<file path="config.mk">
export PLATFORM = sky130hd
export DESIGN_NAME = qbert_jump_ctrl
export DESIGN_NICKNAME = d
export VERILOG_FILES = /design/src/rtl/qbert_pkg.sv /design/src/rtl/qbert_pyr_nav.sv /design/src/rtl/qbert_jump_ctrl.sv
export SDC_FILE = /design/constraint.sdc
export NUM_CORES = 1
export LEC_CHECK = 0
export BUFFER_PORTS_ARGS = -buffer_cell sky130_fd_sc_hd__buf_2
export CAP_MARGIN = 20
export CORE_ASPECT_RATIO = 0.6
export CORE_MARGIN = 4
export CORE_UTILIZATION = 35
export CTS_CLUSTER_DIAMETER = 60
export DETAILED_ROUTE_END_ITERATION = 7
export SYNTH_ARGS = -nofsm -noshare
export SYNTH_HDL_FRONTEND = slang
export SYNTH_SLANG_ARGS = --single-unit
</file>
<file path="constraint.sdc">
create_clock -name clk -period 3.7 [get_ports clk]
set_input_delay 0.37 -clock clk [delete_from_list [all_inputs] [get_ports clk]]
set_output_delay 0.37 -clock clk [all_outputs]
set_load 0.01 [all_outputs]
</file>
<file path="src/rtl/qbert_pkg.sv">
// Shared Q*bert pyramid definitions: direction codes, sprite-layer state
// encoding, pyramid size and the row-base table used for cube indexing.
package qbert_pkg;

   localparam int N_ROW  = 7;
   localparam int N_CUBE = N_ROW * (N_ROW + 1) / 2;

   localparam logic [4:0]        CNT_FULL = 5'(N_CUBE);
   localparam logic [N_CUBE-1:0] TOP_CUBE = N_CUBE'(1);

   typedef enum logic [2:0] {
      DIR_NONE   = 3'd0,
      DOWN_RIGHT = 3'd1,
      DOWN_LEFT  = 3'd2,
      UP_RIGHT   = 3'd3,
      UP_LEFT    = 3'd4
   } dir_t;

   typedef enum logic [2:0] {
      Q_START  = 3'd0,
      Q_JUMP   = 3'd1,
      Q_IDLE   = 3'd2,
      Q_SAUCER = 3'd3,
      Q_KO     = 3'd4
   } qstate_t;

   localparam logic [1:0] ST_READY      = 2'd0;
   localparam logic [1:0] ST_ARMED      = 2'd1;
   localparam logic [1:0] ST_MOVING     = 2'd2;
   localparam logic [1:0] ST_WAIT_START = 2'd3;

   // Index of cube (r,0): r(r-1)/2, tabulated so no multiplier is built.
   function automatic logic [4:0] row_base(input logic [2:0] r);
      case (r)
         3'd1:    row_base = 5'd0;
         3'd2:    row_base = 5'd1;
         3'd3:    row_base = 5'd3;
         3'd4:    row_base = 5'd6;
         3'd5:    row_base = 5'd10;
         3'd6:    row_base = 5'd15;
         3'd7:    row_base = 5'd21;
         default: row_base = 5'd0;
      endcase
   endfunction

   function automatic logic dir_legal(input logic [2:0] d);
      dir_legal = (d >= 3'd1) && (d <= 3'd4);
   endfunction

endpackage

</file>
<file path="src/rtl/qbert_pyr_nav.sv">
// Combinational pyramid navigator: one jump from (row,p) in direction dir,
// giving the target cell, an off-pyramid flag and the target one-hot.
module qbert_pyr_nav
   import qbert_pkg::*;
(
   input  logic [2:0]        row,
   input  logic [2:0]        p,
   input  logic [2:0]        dir,
   output logic [2:0]        row_next,
   output logic [2:0]        p_next,
   output logic              bad,
   output logic [N_CUBE-1:0] onehot
);

   logic [4:0] index;

   always_comb begin
      row_next = row;
      p_next   = p;
      bad      = 1'b1;
      case (dir)
         DOWN_RIGHT: begin
            row_next = row + 3'd1;
            bad      = (row == 3'(N_ROW));
         end
         DOWN_LEFT: begin
            row_next = row + 3'd1;
            p_next   = p + 3'd1;
            bad      = (row == 3'(N_ROW));
         end
         UP_RIGHT: begin
            row_next = row - 3'd1;
            p_next   = p - 3'd1;
            bad      = (p == 3'd0);
         end
         UP_LEFT: begin
            row_next = row - 3'd1;
            bad      = (p == row - 3'd1);
         end
         default: bad = 1'b1;
      endcase
   end

   assign index  = row_base(row_next) + {2'b00, p_next};
   assign onehot = bad ? '0 : (TOP_CUBE << index);

endmodule

</file>
<file path="src/rtl/qbert_jump_ctrl.sv">
// Q*bert jump controller: turns direction requests into sprite-layer jump
// inputs, tracks the current cube, and keeps the visited map and level flag.
module qbert_jump_ctrl
   import qbert_pkg::*;
(
   input  logic              clk,
   input  logic              reset,
   input  logic              dir_valid,
   input  logic [2:0]        dir_code,
   input  logic              restart,
   input  logic [2:0]        state_qb,
   input  logic              done_move,
   output logic [N_CUBE-1:0] position_qb,
   output logic [N_CUBE-1:0] e_next_qb,
   output logic [2:0]        e_jump_qb,
   output logic              e_bad_jump,
   output logic [N_CUBE-1:0] visited,
   output logic [4:0]        cube_cnt,
   output logic              level_clear,
   output logic              busy,
   output logic [1:0]        fsm_state
);

   // Handshake: dir_valid is a one-cycle strobe with no ready; it is taken only
   // in READY while the layer reports IDLE, otherwise it is dropped.
   logic [1:0]        state;
   logic [2:0]        cur_row, cur_p;
   logic [2:0]        pend_row, pend_p;
   logic              done_prev;
   logic              done_rise;
   logic              commit_good;
   logic              cube_new;
   logic [2:0]        nav_row, nav_p;
   logic              nav_bad;
   logic [N_CUBE-1:0] nav_onehot;

   qbert_pyr_nav u_nav (
      .row      (cur_row),
      .p        (cur_p),
      .dir      (dir_code),
      .row_next (nav_row),
      .p_next   (nav_p),
      .bad      (nav_bad),
      .onehot   (nav_onehot)
   );

   assign done_rise   = done_move & ~done_prev;
   assign commit_good = (state == ST_MOVING) && done_rise && !e_bad_jump;
   assign cube_new    = ((visited & e_next_qb) == '0);
   assign busy        = (state != ST_READY);
   assign fsm_state   = state;

   always_ff @(posedge clk) begin
      if (reset) begin
         state       <= ST_READY;
         cur_row     <= 3'd1;
         cur_p       <= 3'd0;
         pend_row    <= 3'd1;
         pend_p      <= 3'd0;
         position_qb <= TOP_CUBE;
         e_next_qb   <= TOP_CUBE;
         e_jump_qb   <= 3'd0;
         e_bad_jump  <= 1'b0;
         visited     <= TOP_CUBE;
         cube_cnt    <= 5'd1;
         level_clear <= 1'b0;
         done_prev   <= 1'b0;
      end else begin
         done_prev   <= done_move;
         level_clear <= (cube_cnt == CNT_FULL);
         if (restart) begin
            // A jump landing in the same cycle still moves Q*bert; only the map resets.
            visited     <= TOP_CUBE;
            cube_cnt    <= 5'd1;
            level_clear <= 1'b0;
            e_bad_jump  <= 1'b0;
            state       <= ST_READY;
            if (commit_good) begin
               cur_row     <= pend_row;
               cur_p       <= pend_p;
               position_qb <= e_next_qb;
            end else begin
               cur_row     <= 3'd1;
               cur_p       <= 3'd0;
               position_qb <= TOP_CUBE;
               e_next_qb   <= TOP_CUBE;
            end
         end else if (state_qb == Q_START) begin
            cur_row     <= 3'd1;
            cur_p       <= 3'd0;
            position_qb <= TOP_CUBE;
            e_next_qb   <= TOP_CUBE;
            e_bad_jump  <= 1'b0;
            state       <= ST_WAIT_START;
         end else begin
            case (state)
               ST_READY: begin
                  if (dir_valid && dir_legal(dir_code) && (state_qb == Q_IDLE)) begin
                     e_jump_qb  <= dir_code;
                     e_next_qb  <= nav_onehot;
                     e_bad_jump <= nav_bad;
                     pend_row   <= nav_row;
                     pend_p     <= nav_p;
                     state      <= ST_ARMED;
                  end
               end
               ST_ARMED: begin
                  if (state_qb == Q_JUMP)
                     state <= ST_MOVING;
                  else if (state_qb == Q_SAUCER)
                     state <= ST_WAIT_START;
               end
               ST_MOVING: begin
                  if (done_rise) begin
                     if (e_bad_jump) begin
                        state <= ST_WAIT_START;
                     end else begin
                        cur_row     <= pend_row;
                        cur_p       <= pend_p;
                        position_qb <= e_next_qb;
                        visited     <= visited | e_next_qb;
                        if (cube_new && (cube_cnt != CNT_FULL))
                           cube_cnt <= cube_cnt + 5'd1;
                        state <= ST_READY;
                     end
                  end
               end
               default: begin
                  // Leave only after START has put both vectors back on the top cube.
                  if ((state_qb == Q_IDLE) && (e_next_qb == position_qb))
                     state <= ST_READY;
               end
            endcase
         end
      end
   end

endmodule

</file>
After elaboration in Yosys (flattened, before gate mapping)
Cells that the tools add are included.
{ "op_classes": {"bitwise_logic": 7, "n_lt_le_gt_ge": 2, "addsub": 6, "shift": 1, "eq_ne": 24, "n_mux": 35, "n_reduce_logical": 29} }
{ "ops": {"columns": ["operator", "count"], "rows": [
  ["2-to-1 mux 28 bit", 11],
  ["2-to-1 mux 3 bit", 12],
  ["one-hot mux 5 bit (6 select lines)", 1],
  ["AND 28 bit", 1],
  ["equality test 28 bit", 1],
  ["logical NOT 28 bit", 1],
  ["OR 28 bit", 1],
  ["<< shifter 1 x 5 -> 28 bit (first input constant)", 1],
  ["equality test 3 x 2 -> 1 bit (second input constant)", 6],
  ["equality test 3 bit (second input constant)", 6],
  ["2-to-1 mux 2 bit", 7],
  ["one-hot mux 3 bit (2 select lines)", 2],
  ["AND reduction 4 bit", 3],
  ["nonzero test 3 bit", 4],
  ["logical AND 1 bit", 7],
  ["adder 3 x 1 -> 3 bit (second input constant)", 2],
  ["equality test 3 x 1 -> 1 bit (second input constant)", 2],
  ["logical NOT 3 bit", 2],
  ["inequality test 3 x 2 -> 1 bit (second input constant)", 2],
  ["one-hot mux 2 bit (3 select lines)", 1],
  ["OR reduction 2 bit", 3],
  ["subtractor 3 x 1 -> 3 bit (second input constant)", 2],
  ["adder 5 x 1 -> 5 bit (second input constant)", 1],
  ["adder 5 x 3 -> 5 bit", 1],
  ["other kinds (20)", 24]
]} }
{ "totals": {"out_inout_bits": 97, "regBits": 109} }

Depth between registers and ports, before layout
Gate-level depths: netlist (run 1).
{ "depth": {"ltp_word": 12, "mapped_depth": 17} }

Modules after synthesis
Synthesis (run 1) repeated with hierarchy kept, for this count alone.
{ "unflattened": {"hier_cells": 544, "hier_area_um2": 5240.0} }
{ "by_module_without_submodules": {"columns": ["mod", "seq_area_each_um2", "area_per_inst_um2", "instances", "cells_per_inst"], "rows": [
  ["qbert_jump_ctrl", 2182.1, 4136.5, 1, 406],
  ["qbert_pyr_nav", 0.0, 1103.6, 1, 138]
]} }

Worst setup path before layout (run 1)
No wires, ideal clock.
{ "synth_timing": {"path_type": "input to register", "from": "in dir_code[2]", "to": "reg e_next_qb[8]", "stages": 16, "required_ns": 3.604, "path_slack_ns": 0.123, "arrival_ns": 3.481, "cell_sequence": "buf_2 buf_6 o21a_1 o31ai_4 and2_1 buf_2 xnor2_1 inv_1 ha_1 a21o_1 a21oi_1 clkbuf_1 nand3_1 a211oi_1 nor4b_4 o41ai_2"} }
{ "synth_via": {"elab_chain_len": 12, "elab_cells_between_ends": 30, "cone_classes": "1 x add/sub; 2 x order compare; 10 x eq/ne; 1 x shift; 9 x mux; 7 x reduce/logical"} }
{ "synth_lines": {"columns": ["element", "line", "rtl"], "rows": [
  ["start: declaration", "qbert_jump_ctrl.sv:9", "input logic [2:0] dir_code,"],
  ["equality test 3 x 2 -> 1 bit (tied with other cells)", "qbert_pyr_nav.sv:21", "case (dir)"],
  ["OR reduction 2 bit (no source line)", null, null],
  ["one-hot mux 3 bit (2 select lines)", "qbert_pyr_nav.sv:21", null],
  ["equality test 3 bit or equality test 3 x 2 -> 1 bit (tied branches)", "qbert_pkg.sv:34", "case (r)"],
  ["one-hot mux 5 bit (6 select lines)", "qbert_pkg.sv:34", null],
  ["adder 5 x 3 -> 5 bit", "qbert_pyr_nav.sv:44", "assign index = row_base(row_next) + {2'b00, p_next};"],
  ["<< shifter 1 x 5 -> 28 bit", "qbert_pyr_nav.sv:45", "assign onehot = bad ? '0 : (TOP_CUBE << index);"],
  ["2-to-1 mux 28 bit", "qbert_pyr_nav.sv:45", null],
  ["2-to-1 mux 28 bit", "qbert_jump_ctrl.sv:98", "if (dir_valid && dir_legal(dir_code) && (state_qb == Q_IDLE)) begin"],
  ["2-to-1 mux 28 bit", "qbert_jump_ctrl.sv:96", "case (state)"],
  ["2-to-1 mux 28 bit", "qbert_jump_ctrl.sv:88", "end else if (state_qb == Q_START) begin"],
  ["2-to-1 mux 28 bit", "qbert_jump_ctrl.sv:71", "if (restart) begin"],
  ["end signal: assignment", "qbert_jump_ctrl.sv:100", "e_next_qb <= nav_onehot;"],
  ["end: declaration", "qbert_jump_ctrl.sv:14", "output logic [N_CUBE-1:0] e_next_qb,"]
]} }
Parallel ways exist; a longest one is shown, timed or not. The select of a mux whose other input is x is not followed.
A chain may end at the register's enable or synchronous reset.

Worst setup path after layout (run 1)
{ "layout_timing": {"from": "reg cur_row[0]", "to": "reg e_next_qb[3]"} }
{ "layout_via": {"elab_chain_len": 11, "elab_cells_between_ends": 20, "cone_classes": "3 x add/sub; 8 x eq/ne; 1 x shift; 8 x mux"} }
{ "layout_lines": {"columns": ["element", "line", "rtl"], "rows": [
  ["start: declaration", "qbert_jump_ctrl.sv:27", "logic [2:0] cur_row, cur_p;"],
  ["start signal: assignment", "qbert_jump_ctrl.sv:79", "cur_row <= pend_row;"],
  ["start signal: assignment", "qbert_jump_ctrl.sv:118", "cur_row <= pend_row;"],
  ["subtractor 3 x 1 -> 3 bit or adder 3 x 1 -> 3 bit (tied branches)", null, null],
  ["one-hot mux 3 bit (2 select lines)", "qbert_pyr_nav.sv:21", null],
  ["equality test 3 bit or equality test 3 x 2 -> 1 bit (tied branches)", "qbert_pkg.sv:34", null],
  ["one-hot mux 5 bit (6 select lines)", "qbert_pkg.sv:34", null],
  ["adder 5 x 3 -> 5 bit", "qbert_pyr_nav.sv:44", null],
  ["<< shifter 1 x 5 -> 28 bit", "qbert_pyr_nav.sv:45", null],
  ["2-to-1 mux 28 bit (*)", "qbert_pyr_nav.sv:45", null],
  ["2-to-1 mux 28 bit (*)", "qbert_jump_ctrl.sv:98", null],
  ["2-to-1 mux 28 bit (*)", "qbert_jump_ctrl.sv:96", null],
  ["2-to-1 mux 28 bit (*)", "qbert_jump_ctrl.sv:88", null],
  ["2-to-1 mux 28 bit (*)", "qbert_jump_ctrl.sv:71", null]
]} }
Mark *: on every way between the ends. The rest lies on a longest branch, timed or not. The select of a mux whose other input is x is not followed.

==> reports/metrics.cfg, run 1 <==
[logic_synthesis]
yosysWarnings=0
synth_area_per_cell_sq_um=8.96
ys_seq_area_frac=0.423
synth_xor_area_frac=0.0794
synthSimpleGateAreaFrac=0.185
synth_edf_count=0
syn_nets=596
ys_top_cells_by_count=dfxtp_1 (109), nor2_1 (60), nand2_1 (55)
synth_area_sq_um=5150
ys_seq_elements=109
synth_area_leaders=dfxtp_1 (42%), a22oi_1 (6.7%), nor2_1 (4.4%)
synth_compound_area_frac=0.233
ys.flop_type=dfxtp_1
synth_top_area_share=0.423
synth_mux_area_frac=0.00995
synthMostInstantiatedCell=dfxtp_1
ys_async_sr_fraction=0
yosys.area_share.adder=0.0272
synth_top_family_by_area=compound AO/OA/AOI/OAI gates
yosys.area.top_type=dfxtp_1
synthDistinctLibCells=62
synthCells=575

[global_routing]
track_usage=0.203
antenna_found_initial=0
grt_pass1_vias=4586
grt_overflow=0
grt_pass1_wl_microns=26400
grt_max_degree=49

[routing]
wl_per_cell_microns=19.5
firstDrtPassIters=5
dr.first_iter.drc_count=555
via_per_inst=5.60
ant_nets=0
vias=4922
wl_microns=17100
drc=0

[timing]
min_period_ns=3.41
hold_ws_ns=0.270
relSlewSlack=0.338
setup_viol=0
fin_skew_ns=0.00919
tns_ns=0
tightest_slew_ns=0.993
fmax_mhz=293
hold_viol=0
fin_ws_ns=0.287
final_max_slew_viol_count=0
period_share=0.922

[critical_path]
path_class=reg2reg
max_stage_delay_ns=0.42
cp.arrival_ns=3.69
critPathMostFrequentCell=a21oi_1
crit_fanout=11
critical_path_required_ns=3.97
critPathCaptureType=flip-flop
r2r-start=cur_row[0]
critical-path-top-delay-family=compound AO/OA/AOI/OAI gates
start_kind=flip-flop
cp_slowest_cell=ha_2
path_cells=inv_1, ha_1, nor2b_1, o21a_1, o31ai_4, and2_1, buf_4, a21oi_1, ha_2, xor2_1, nand2_1, nor3_1, a32oi_1, a21oi_1
r2r-end=e_next_qb[3]
r2r_cells=14
critPathBufInv=2
rrSetupSlack_ns=0.29

[run]
maxCapViolations=0

[clocking]
clk_transition_reported_paths_ns=0.08
ctsResizeCount=0
clk_latency_ns=0.35
clk_path_buf_depth=2
cts_setup_buffers=0
clock_sinks=109
cts_tree=built
cts_root_buf=clkbuf_16
htreeDepth=3
postCtsHoldBufs=0
cts_made_buffers=9

[floorplanning]
rows=34
die_h_microns=102
die_w_microns=165
io-pin-count=108
core_area_sq_um=14500
die_area_sq_um=16800
start_util=0.356

[run_status]
outcome=finished clean

[layout]
area_growth_pct=21.6
fin_util=0.433
fin_nets=697
regArea_sq_um=2180
fillerInstances=1469
multi_input_area_sq_um=2810
stdcell_count=879
antenna_cells=0
drive_gt1_frac=0.238

[place]
place_congestion=0.894
hpwlAfterDp_microns=12900
placed_cells=862
port_buffers=107
dp_worst_setup_slack_ns=0.0368

[power]
vdd_drop_max_mv=0.214
leakagePower_uw=0.00262
p_per_area_nw_per_um2=367

[hold_path]
holdPathEnd=done_prev
min_from=done_move
hold_class=in2reg
hold-path-cell-count=3

## report_power, final
part | internal [uW] | switching, uW | total (uW)
sequential | 1170 | 2.91 | 1180
combinational | 48.1 | 114 | 162
clock | 489 | 469 | 958
## worst register-to-register path: stages (launching register included)
cell	delay, ns
dfxtp_2	0.35
inv_1	0.09
ha_1	0.24
nor2b_1	0.07
o21a_1	0.20
o31ai_4	0.31
and2_1	0.26
buf_4	0.23
a21oi_1	0.08
ha_2	0.42
xor2_1	0.35
nand2_1	0.13
nor3_1	0.28
a32oi_1	0.16
a21oi_1	0.17
## kinds of logic after synthesis
| logic type | count (synthesis) |
|---|---|
| AOI/OAI and AO/OA | 166 |
| muxes | 5 |
| adders and majority gates | 10 |
| xor gates and xnor gates | 42 |
| and+or+nand+nor | 193 |
| DFF | 109 |
| buffers and inverters | 50 |
## flip-flops by register name (all words and copies together), names as in the netlist
name	cells
cube_cnt	5
cur_p	3
cur_row	3
done_prev	1
e_bad_jump	1
e_jump_qb	3
e_next_qb	28
fsm_state	2
level_clear	1
pend_p	3
pend_row	3
position_qb	28
visited	28
## placed cells by master, fill, tap and decap left out, types with 12 or more instances in the layout
master and n:
a21oi_1 30, a22o_1 23, a22oi_1 46, buf_2 107, buf_4 14, dfxtp_1 108
inv_1 17, nand2_1 55, nand3_1 12, nand4_1 14, nor2_1 58, o21ai_1 20
xnor2_1 24, xor2_1 14
## worst max-delay path by stage
stage / depth (start not counted) / start / endpoint
4_1_cts: 14 / cur_row[0] / e_next_qb[8]
3_3_place_gp: 14 / dir_code[2] / e_next_qb[8]
5_1_grt: 14 / cur_row[1] / e_next_qb[3]
3_5_place_dp: 14 / dir_code[2] / e_next_qb[8]
2_1_floorplan: 16 / dir_code[2] / e_next_qb[8]
6_report: 14 / cur_row[0] / e_next_qb[3]
## metrics by stage
step | area, sq um | total power [uW]
detailed placement | 5910 | 1360
CTS | 6200 | 2310
floorplan | 5150 | 1310
finish | 6270 | 2300
global route | 6270 | 2380
global placement | 5910 | 1350
## layout make-up
type / instances / area share
multi-input combinational: 416 / 0.448
sequential: 109 / 0.348
timing repair buffer: 122 / 0.107
tap: 198 / 0.0395
clock buffer: 10 / 0.0381
inverter: 18 / 0.0108
clock inverter: 6 / 0.00839
## routing by layer
layer | part of all wire | track usage | up-vias
met4 | 0.013 | 0.0422 | 0
met3 | 0.12 | 0.0597 | 21
li1 | - | - | 2297
met5 | 0 | 0 | -
met2 | 0.39 | 0.278 | 221
met1 | 0.48 | 0.312 | 2383
Note: power is estimated with default switching activity, not from simulation.
==> run 2: changes to the inputs <==
--- a/config.mk
+++ b/config.mk
@@ -10,8 +10,8 @@
 export CORE_ASPECT_RATIO = 0.6
 export CORE_MARGIN = 4
 export CORE_UTILIZATION = 35
-export CTS_CLUSTER_DIAMETER = 60
 export DETAILED_ROUTE_END_ITERATION = 7
+export RECOVER_POWER = 50
 export SYNTH_ARGS = -nofsm -noshare
 export SYNTH_HDL_FRONTEND = slang
 export SYNTH_SLANG_ARGS = --single-unit
==> reports/metrics.cfg, run 2 (synthesized netlist as in run 1, its figures left out) <==
[run_status]
outcome=finished clean

[critical_path]
start_kind=flip-flop
path_cells=ha_1, ha_1, inv_1, o31a_1, and2_1, xnor2_2, inv_1, ha_1, a21o_1, a21o_1, nand3_1, a211oi_2, buf_4, a221oi_1, a21oi_1
r2r-end=e_next_qb[6]
max_stage_delay_ns=0.36  ; -0.06 ns
path_class=reg2reg
r2r-start=cur_row[1]
rrSetupSlack_ns=0.29  ; about the same
cp_slowest_cell=dfxtp_1
r2r_cells=15  ; +1
critical_path_required_ns=3.98  ; about the same
critPathMostFrequentCell=ha_1
crit_fanout=8  ; -3
cp.arrival_ns=3.69  ; about the same
critPathCaptureType=flip-flop

[layout]
fin_nets=697  ; unchanged
largest_registers=e_next_qb x28, position_qb x28, visited x28
regArea_sq_um=2180  ; unchanged
fin_util=0.425  ; -0.00865
fillerInstances=1511  ; +2.9%
final_common_cell=dfxtp_1
most-common-layout-cells=dfxtp_1 (108), clkbuf_1 (96), nor2_1 (58)
multi_input_area_sq_um=2810  ; unchanged
antenna_cells=0  ; unchanged
area_growth_pct=19.2
drive_gt1_frac=0.0954  ; -0.142

[power]
leakagePower_uw=0.00221  ; -16%
vdd_drop_max_mv=0.213  ; -0.87%
pwr-share-clk=0.417  ; about the same
p_sw_uw=584  ; -0.29%
power_frac_seq=0.513  ; about the same
p_per_area_nw_per_um2=374  ; +1.9%
p_sw_frac=0.255  ; -0.000487
p_comb_frac=0.071  ; about the same
p_int_uw=1710  ; about the same

[global_routing]
grt_pass1_wl_microns=26400  ; unchanged
grtUsageMet1=0.312  ; unchanged
grt_overflow=0  ; unchanged
top_usage_layer=met1
grt_max_degree=49  ; unchanged
antenna_found_initial=0  ; unchanged
track_usage=0.203  ; unchanged
grtUsageMet2=0.278  ; unchanged
grt_pass1_vias=4586  ; unchanged
met3_usage=0.0597  ; unchanged

[place]
hpwlAfterDp_microns=12900  ; unchanged
place_congestion=0.894  ; unchanged
port_buffers=107  ; unchanged

[floorplanning]
rows=34  ; unchanged
die_w_microns=165  ; unchanged
die_h_microns=102  ; unchanged
io-pin-count=108  ; unchanged
start_util=0.356  ; unchanged
die_area_sq_um=16800  ; unchanged
core_area_sq_um=14500  ; unchanged

[timing]
tns_ns=0  ; unchanged
fmax_mhz=293  ; about the same
period_share=0.923  ; about the same
hold_ws_ns=0.269  ; -0.000910 ns
setup_viol=0  ; unchanged
final_max_slew_viol_count=0  ; unchanged
relSlewSlack=0.255  ; -0.0824
min_period_ns=3.41  ; +0.00142 ns
hold_viol=0  ; unchanged
tightest_slew_ns=1.12  ; +0.124 ns
fin_skew_ns=0.00669  ; -0.00251 ns

[clocking]
cts_setup_buffers=0  ; unchanged
htreeDepth=3  ; unchanged
clk_path_buf_depth=2  ; unchanged
clk_transition_reported_paths_ns=0.08  ; about the same
cts_root_buf=clkbuf_16
cts_made_buffers=9  ; unchanged
postCtsHoldBufs=0  ; unchanged
ctsResizeCount=0  ; unchanged
clock_sinks=109  ; unchanged
cts_tree=built
clk_latency_ns=0.35  ; about the same

[hold_path]
hold_class=in2reg
hold-path-cell-count=3  ; unchanged
min_from=done_move
holdPathEnd=done_prev

[routing]
dr.first_iter.drc_count=523  ; -5.8%
firstDrtPassIters=6  ; +1
wl_per_cell_microns=19.5  ; about the same
drc=0  ; unchanged
ant_nets=0  ; unchanged
wl_microns=17200  ; about the same
vias=4940  ; +0.37%
via_per_inst=5.62  ; +0.37%

[run]
maxCapViolations=0  ; unchanged

-- run 2: cell types whose count changed in the layout (fill, tap and decap cells not counted), sizes merged --
cell	previous run	this run
buf	122	26
clkbuf	10	106
-- run 2: how the worst max path moves through the flow --
stage / from / endpoint / slack [ns] / depth (start not counted)
after floorplan: dir_code[2] / e_next_qb[8] / 0.12 / 16
after global placement: dir_code[2] / e_next_qb[8] / 0.22 / 14
after detailed placement: dir_code[2] / e_next_qb[8] / 0.04 / 14
after CTS: cur_row[0] / e_next_qb[8] / 0.05 / 14
after global routing: cur_row[1] / e_next_qb[3] / -0.009 / 14
final: cur_row[1] / e_next_qb[6] / 0.29 / 15
-- run 2: cell type report --
class,count,share of cell area
clock buffer,10,0.0389
inverter,18,0.0110
clock inverter,6,0.00856
tap,198,0.0403
multi-input combinational,416,0.457
timing repair buffer,122,0.0884
sequential,109,0.356
-- run 2: critical path, delay by kind of cell, from the launching register on --
kind                       cells  cell delay (ns)
AOI/OAI and AO/OA              6             1.34
xor gates and xnor gates       1             0.22
adders and majority gates      3             0.74
buffers and inverters          3             0.32
DFF                            1             0.36
and+or+nand+nor                2             0.35
-- run 2: power groups by stage --
stage / Combinational, uW / Clock [uW] / Sequential (uW)
detailed placement: 153 / 0 / 1200
finish: 162 / 956 / 1180
floorplan: 110 / 0 / 1200
global route: 176 / 1020 / 1180
global placement: 150 / 0 / 1200
CTS: 154 / 976 / 1180
-- run 2: stage by stage --
step | instance area (sq um) | total power, uW | instances | worst slack, ns
6_report | 6140 | 2290 | 879 | 0.286
5_1_grt | 6140 | 2380 | 879 | -0.00925
3_5_place_dp | 5910 | 1360 | 862 | 0.0368
3_3_place_gp | 5910 | 1350 | 862 | 0.219
2_1_floorplan | 5150 | 1310 | 575 | 0.123
4_1_cts | 6200 | 2310 | 878 | 0.0482
-- run 2: per-layer routing --
metal,part of all wire,wire length [microns]
met3,0.10,1740
met5,0,0
met1,0.50,8580
met4,0.012,206
met2,0.39,6630
==> run 3: changes to the inputs <==
--- a/config.mk
+++ b/config.mk
@@ -7,10 +7,15 @@
 export LEC_CHECK = 0
 export BUFFER_PORTS_ARGS = -buffer_cell sky130_fd_sc_hd__buf_2
 export CAP_MARGIN = 20
+export CELL_PAD_IN_SITES_DETAIL_PLACEMENT = 0
+export CELL_PAD_IN_SITES_GLOBAL_PLACEMENT = 1
 export CORE_ASPECT_RATIO = 0.6
 export CORE_MARGIN = 4
 export CORE_UTILIZATION = 35
+export CTS_BUF_LIST = sky130_fd_sc_hd__clkbuf_8
 export DETAILED_ROUTE_END_ITERATION = 7
+export MAX_ROUTING_LAYER = met4
+export PLACE_DENSITY_LB_ADDON = 0.1
 export RECOVER_POWER = 50
 export SYNTH_ARGS = -nofsm -noshare
 export SYNTH_HDL_FRONTEND = slang
==> reports/metrics.cfg, run 3 (synthesized netlist as in run 1, its figures left out) <==
[clocking]
clk_path_buf_depth=2  ; unchanged
cts_root_buf=clkbuf_8
clk_latency_ns=0.39  ; +0.04 ns
clk_transition_reported_paths_ns=0.11  ; +0.03 ns
cts_tree=built
postCtsHoldBufs=0  ; unchanged
htreeDepth=3  ; unchanged
cts_made_buffers=9  ; unchanged
clock_sinks=109  ; unchanged

[timing]
tightest_slew_ns=1.33  ; +0.211 ns
fmax_mhz=287  ; -2.1%
fin_skew_ns=0.0140  ; +0.00735 ns
hold_ws_ns=0.242  ; -0.0275 ns
relSlewSlack=0.115  ; -0.141
hold_viol=0  ; unchanged
setup_viol=0  ; unchanged
period_share=0.943  ; +0.0201
min_period_ns=3.49  ; +0.0743 ns
fin_ws_ns=0.211  ; -0.0743 ns
final_max_slew_viol_count=0  ; unchanged

[layout]
antenna_cells=0  ; unchanged
fin_util=0.424  ; -0.000865
stdcell_count=890  ; +1.3%
most-common-layout-cells=dfxtp_1 (108), clkbuf_1 (99), nor2_1 (58)
fillerInstances=1534  ; +1.5%
multi_input_area_sq_um=2810  ; about the same
fin_area_sq_um=6130  ; -0.20%
final_common_cell=dfxtp_1
area_growth_pct=18.9
fin_nets=708  ; +1.6%
largest_registers=e_next_qb x28, position_qb x28, visited x28
drive_gt1_frac=0.104  ; +0.00860
regArea_sq_um=2180  ; unchanged

[floorplanning]
io-pin-count=108  ; unchanged
core_area_sq_um=14500  ; unchanged
die_h_microns=102  ; unchanged
start_util=0.356  ; unchanged
rows=34  ; unchanged
die_area_sq_um=16800  ; unchanged
die_w_microns=165  ; unchanged

[power]
vdd_drop_max_mv=0.168  ; -21%
leakagePower_uw=0.00221  ; +0.33%
p_per_area_nw_per_um2=348  ; -6.9%

[run_status]
outcome=finished clean

[critical_path]
path_class=reg2reg
critPathCaptureType=flip-flop
cp.arrival_ns=3.77  ; +0.08 ns
start_kind=flip-flop
crit_fanout=8  ; unchanged
critical_path_required_ns=3.99  ; about the same

[global_routing]
grt_pass1_vias=4485  ; -2.2%
antenna_found_initial=0  ; unchanged
grt_overflow=0  ; unchanged
track_usage=0.218  ; +0.0151
grt_pass1_wl_microns=27000  ; +2.3%
grt_max_degree=35  ; -29%

[place]
port_buffers=107  ; unchanged
place_congestion=0.908  ; +1.6%
placed_cells=866  ; +0.46%
dpl_cell_area_sq_um=5940  ; +0.51%
dp_worst_setup_slack_ns=0.0442  ; +0.00744 ns
hpwlAfterDp_microns=13300  ; +3.0%

[hold_path]
hold_class=in2reg

[routing]
dr.first_iter.drc_count=388  ; -26%
ant_nets=0  ; unchanged
firstDrtPassIters=5  ; -1
drc=0  ; unchanged
wl_microns=17900  ; +4.1%
vias=4838  ; -2.1%
wl_per_cell_microns=20.1  ; +2.9%
via_per_inst=5.44  ; -3.3%

[run]
maxCapViolations=0  ; unchanged

-- run 3: cell types whose count changed in the layout (fill, tap and decap cells not counted), moves of 3 or more --
cell,before,now
clkbuf_1,96,99
buf_4,12,18
clkbuf_16,9,1
clkbuf_8,1,9
-- run 3: layer usage --
layer	GRT usage	part of all wire	up-vias
met1	0.348	0.54	2355
met4	0.0332	0.0072	0
met2	0.286	0.39	147
li1	-	-	2324
met3	0.0351	0.066	12
met5	-	0	-
-- run 3: cell type report --
type / instances / share of cell area
Sequential cell: 109 / 0.356
Inverter: 18 / 0.0110
Clock inverter: 7 / 0.0145
Clock buffer: 9 / 0.0202
Multi-Input combinational cell: 416 / 0.459
Tap cell: 198 / 0.0404
Timing Repair Buffer: 133 / 0.0990
-- run 3: per-stage QoR --
step,setup TNS (ns),power [uW]
after detailed placement,0,1360
after global routing,-0.0533,2210
after floorplan,0,1310
after CTS,0,2150
final,0,2130
after global placement,0,1360
-- run 3: power breakdown --
part / total [uW] / switching (uW) / internal [uW]
clock network: 789 / 460 / 329
registers: 1180 / 2.98 / 1170
logic: 166 / 118 / 48.1
total: 2130 / 581 / 1550
-- run 3: final timing paths --
check,from,end,slack (ns),cells past startpoint
worst min-delay path,done_move,done_prev,0.24,3
worst max register to register,cur_row[0],e_next_qb[8],0.21,15
worst max-delay path,cur_row[0],e_next_qb[8],0.21,15
worst min register to register,e_jump_qb[0],e_jump_qb[0],0.46,2
-- run 3: repair_timing --
item,CTS,global route
setup buffers,0,7
gates cloned,0,0
endpoints found under the setup margin,1,19
pin swaps,0,2
resized for setup,3,5
-- run 3: worst max-delay path: stages (launching register included) --
cell,delay [ns]
dfxtp_2,0.36
ha_1,0.20
ha_1,0.28
inv_1,0.05
o31a_1,0.34
and2_1,0.22
xnor2_2,0.22
inv_1,0.07
ha_1,0.26
a21o_1,0.23
a21oi_2,0.24
nand3_1,0.14
a211oi_2,0.32
nor4b_4,0.07
buf_4,0.18
o41ai_2,0.21
